File: config.mk
export PLATFORM = sky130hd
export DESIGN_NAME = frame_serializer
export DESIGN_NICKNAME = d
export VERILOG_FILES = /design/src/rtl/frame_serializer.sv
export SDC_FILE = /design/constraint.sdc
export NUM_CORES = 1
export LEC_CHECK = 0
export CORE_AREA = 8 8 608 610
export DETAILED_ROUTE_END_ITERATION = 6
export DIE_AREA = 0 0 616 618
export PLACE_DENSITY_LB_ADDON = 0.08
export SLEW_MARGIN = 20
export SYNTH_ARGS = -nofsm -noshare
export SYNTH_HDL_FRONTEND = slang
export SYNTH_SLANG_ARGS = --single-unit
File: constraint.sdc
create_clock -name clk -period 36.6 [get_ports clk]
set_clock_uncertainty 0.05 [all_clocks]
set_input_delay 7.32 -clock clk [delete_from_list [all_inputs] [get_ports clk]]
set_output_delay 7.32 -clock clk [all_outputs]
set_load 0.01 [all_outputs]
File: src/rtl/frame_serializer.sv
// Captures a whole windowed frame in one cycle and replays it
// as a sample-per-cycle valid/ready stream with index and last flags.
module frame_serializer #(
    parameter  int DATA_W    = 12,
    parameter  int FRAME_LEN = 128,
    localparam int IDX_W     = $clog2(FRAME_LEN)
) (
    input  logic              clk,
    input  logic              rst,
    input  logic [DATA_W-1:0] frame_in [0:FRAME_LEN-1],
    input  logic              frame_valid,
    output logic [DATA_W-1:0] sample_out,
    output logic              sample_valid,
    input  logic              sample_ready,
    output logic [IDX_W-1:0]  sample_index,
    output logic              sample_last,
    output logic              busy,
    output logic              overrun
);

    typedef enum logic {
        IDLE,
        STREAM
    } state_t;

    localparam logic [IDX_W-1:0] LAST_IDX = IDX_W'(FRAME_LEN - 1);

    state_t            state;
    state_t            state_next;
    logic [IDX_W-1:0]  idx;
    logic [IDX_W-1:0]  idx_next;
    logic              capture;
    logic              overrun_next;
    logic              transfer;
    logic              at_last;
    logic [DATA_W-1:0] buffer [0:FRAME_LEN-1];

    assign busy         = (state == STREAM);
    assign sample_valid = busy;
    assign transfer     = busy && sample_ready;
    assign at_last      = (idx == LAST_IDX);
    assign sample_out   = busy ? buffer[idx] : '0;
    assign sample_index = busy ? idx : '0;
    assign sample_last  = busy && at_last;

    always_comb begin
        state_next   = state;
        idx_next     = idx;
        capture      = 1'b0;
        overrun_next = 1'b0;
        unique case (state)
            IDLE: begin
                if (frame_valid) begin
                    capture    = 1'b1;
                    idx_next   = '0;
                    state_next = STREAM;
                end
            end
            STREAM: begin
                if (transfer && at_last) begin
                    // A frame arriving on the final handshake chains with no bubble
                    if (frame_valid) begin
                        capture  = 1'b1;
                        idx_next = '0;
                    end else begin
                        state_next = IDLE;
                    end
                end else begin
                    if (transfer) begin
                        idx_next = idx + 1'b1;
                    end
                    overrun_next = frame_valid;
                end
            end
            default: state_next = IDLE;
        endcase
    end

    always_ff @(posedge clk or posedge rst) begin
        if (rst) begin
            state   <= IDLE;
            idx     <= '0;
            overrun <= 1'b0;
        end else begin
            state   <= state_next;
            idx     <= idx_next;
            overrun <= overrun_next;
        end
    end

    // Frame storage needs no reset: it is only read while busy
    always_ff @(posedge clk) begin
        if (capture) begin
            buffer <= frame_in;
        end
    end

endmodule
==> results.py <==
metrics = {
    "finish": {
        "nFillCells": 36900,
        "final_nets": 5827,
        "drive_above_1_share_pct": 17.2,
        "area.growth.synth_to_final_pct": 47.7,
        "layout.cells.non_filler": 9318,
        "final_util_pct": 24.2,
        "finalInstanceArea_um2": 87300,
    },
    "cts": {
        "cts_setup_buffers": 0,
        "clockBufferDepth": 4,
        "htree_levels": 4,
        "cts.sinks": 1545,
        "cts_tree": "done",
        "root_buffer": "clkbuf_16",
        "path_clk_slew_ns": 0.07,
        "cts_resized": 0,
        "ctsHoldBuffers": 0,
        "cts_made_buffers": 203,
        "clk_latency_ns": 0.86,
    },
    "logic_synthesis": {
        "synth-xor-area-share_pct": 0.0296,
        "syn_area_per_cell_um2": 22.9,
        "ys_seq_elements": 1545,
        "ys.flop_type": "edfxtp_1",
        "synth_warnings": 0,
        "syn_nets": 4116,
        "netlist_instances": 2575,
        "synth_top_cell_area_share_pct": 78.1,
        "yosysTopAreaCell": "edfxtp_1",
        "seq_area_frac_synth_pct": 78.4,
        "ys_top_cells_by_area": "edfxtp_1 (78%), mux4_2 (14%), mux2i_1 (1.6%), a22oi_1 (0.89%), nand2_1 (0.83%)",
        "synth_compound_area_share_pct": 2.40,
        "synthArstFlopShare_pct": 0.583,
        "ys_types": 45,
        "synthAdderAreaFrac_pct": 0.0212,
        "synth_edf_count": 1536,
        "synth_top_family_by_area": "multiplexers",
        "yosysMostFrequentCell": "edfxtp_1",
        "synthTopCellsByCount": "edfxtp_1 (1,536), mux4_2 (379), nand2_1 (130)",
        "muxShareOfSynthArea_pct": 16.3,
        "yosys.area_share.simple_pct": 1.50,
        "netlist_area_um2": 59100,
    },
    "route": {
        "drt_pass1_iterations": 5,
        "drt-total-wl_mm": 328,
        "drtIter0Drc": 2823,
        "postRouteAntennaNets": 0,
        "wl_per_cell_um": 35.2,
        "drc": 0,
        "vias": 35600,
        "via_per_inst": 3.82,
    },
    "setup_path": {
        "crit_fanout": 49,
        "critical_path_arrival_ns": 8.30,
        "worstSetupEndpointType": "output port",
        "critPathKind": "flip-flop to output port",
        "reg2regPathDepth": 10,
        "cp_data_required_time_ns": 29.23,
        "cp-start-kind": "flip-flop",
    },
    "power": {
        "cellPowerDensity_nw_per_um2": 59.1,
        "p_leak_nw": 27.3,
        "ir_drop_mv": 0.0445,
    },
    "place": {
        "post-dp-hpwl_mm": 260,
        "gp_congestion": 0.820,
        "placedCellCount": 8875,
        "io_buffer_count": 1562,
        "placed_area_um2": 80800,
    },
    "grt": {
        "grt_pass1_vias": 37900,
        "grt_pass1_wl_mm": 412,
        "grt_start_max_net_pins": 162,
        "grt_antenna_before_repair": 435,
        "grt_overflow": 0,
        "grt_usage_pct": 16.5,
    },
    "sta": {
        "slew_headroom_pct": 20.9,
        "hold-worst-slack_ns": 0.922,
        "setup_violations": 0,
        "hold_viol": 0,
        "layout_worst_path_cycle_share_pct": 42.8,
        "fin_crit_ns": 15.67,
        "fin_setup_tns_ns": 0,
        "worst-slew-pin-transition_ns": 1.18,
        "slew_violations": 0,
        "max_freq_mhz": 63.8,
        "rsz0062_at_grt": "no",
    },
    "worst_hold_path": {
        "hold_class": "flip-flop to flip-flop",
        "min_path_cells": 1,
    },
    "floorplan": {
        "boundaryPins": 1563,
        "fp.dieH_um": 618,
        "coreArea_um2": 360000,
        "die_w_um": 616,
        "rows": 221,
        "die-area_um2": 381000,
        "initial_utilization_pct": 16.4,
    },
    "run_status": {
        "status": "completed",
    },
    "flow_run": {
        "maxCapViolations": 0,
    },
}
==> metrics by stage <==
stage               power, mW  worst slack (ns)
floorplan                2.50              5.32
global placement         3.36             21.67
detailed placement       3.36             21.64
CTS                      5.34             20.58
global route             5.39             20.39
finish                   5.16             20.93
==> per-layer routing <==
layer / GRT usage [%] / vias up / part of all wire, %
li1: - / 14600 / -
met1: 18.2 / 18100 / 37
met2: 30.8 / 1870 / 52
met3: 5.55 / 915 / 7.9
met4: 3.52 / 188 / 2.9
met5: 0 / - / 0.37
==> worst max-delay path, cell delays in order (launching register included) <==
cell and delay (ns):
dfrtp_4 1.03, buf_4 0.70, buf_4 0.75, buf_4 0.54, buf_4 0.75, buf_4 0.62
buf_4 0.49, mux4_2 0.32, o22ai_1 0.08, nor4_1 0.44, a31oi_1 0.07, o22ai_1 0.69
clkdlybuf4s50_1 0.70
==> area by class of cell <==
class	instances	area, um^2	share of cell area (%)
Tap cell	4794	6000	6.87
Multi-Input combinational cell	884	12100	13.8
Clock buffer	249	5320	6.09
Sequential cell	1545	46400	53.1
Antenna cell	80	200	0.229
Timing Repair Buffer	1645	16300	18.7
Clock inverter	114	943	1.08
Inverter	7	32.5	0.0373
==> cell usage in the layout, fill, tap and decap left out, types with 12 or more instances in the layout <==
cell type	netlist	layout
bufinv_16	0	13
a31oi_1	20	18
o22ai_1	21	20
buf_4	23	77
a41o_1	12	12
nor2b_1	14	12
clkbuf_16	0	206
edfxtp_1	1536	1536
a21oi_1	31	27
mux4_2	379	379
clkinv_2	0	24
mux2i_1	96	96
nand2_1	130	130
nand2b_1	12	12
clkinv_1	0	63
a22oi_1	70	70
clkdlybuf4s50_1	0	1562
diode_2	0	80
clkbuf_1	35	43
==> path summary, 6_finish.rpt <==
check,end,slack [ns],from
hold / removal,idx[6]$_DFFE_PP0P_,0.92,idx[6]$_DFFE_PP0P_
setup / recovery,sample_out[1],20.93,idx[1]$_DFFE_PP0P_
hold reg to reg,idx[6]$_DFFE_PP0P_,0.92,idx[6]$_DFFE_PP0P_
setup reg to reg,buffer[1089]$_DFFE_PP_,28.45,idx[2]$_DFFE_PP0P_
max in group asynchronous,idx[3]$_DFFE_PP0P_,29.41,rst
min in group asynchronous,idx[1]$_DFFE_PP0P_,6.73,rst
==> cells by family (layout without fill, tap and decap cells) <==
kind of cell             Yosys count  after routing
buffers and inverters            146           2015
multiplexers                     484            484
XOR/XNOR                           2              2
AO/OA/AOI/OAI                    196            196
adder cells (fa/ha/maj)            1              1
other                              0             80
flip-flops                      1545           1545
AND/OR/NAND/NOR                  201            201
==> power breakdown <==
part / switching (mW) / internal [mW]
Sequential: 0.0246 / 1.95
Clock: 0.811 / 1.12
Combinational: 0.761 / 0.493
==> flip-flops by register name (all words and copies together) (netlist names) <==
| signal | count |
|---|---|
| buffer | 1536 |
| busy | 1 |
| idx | 7 |
| overrun | 1 |
Power figures use the tool's default switching activity.
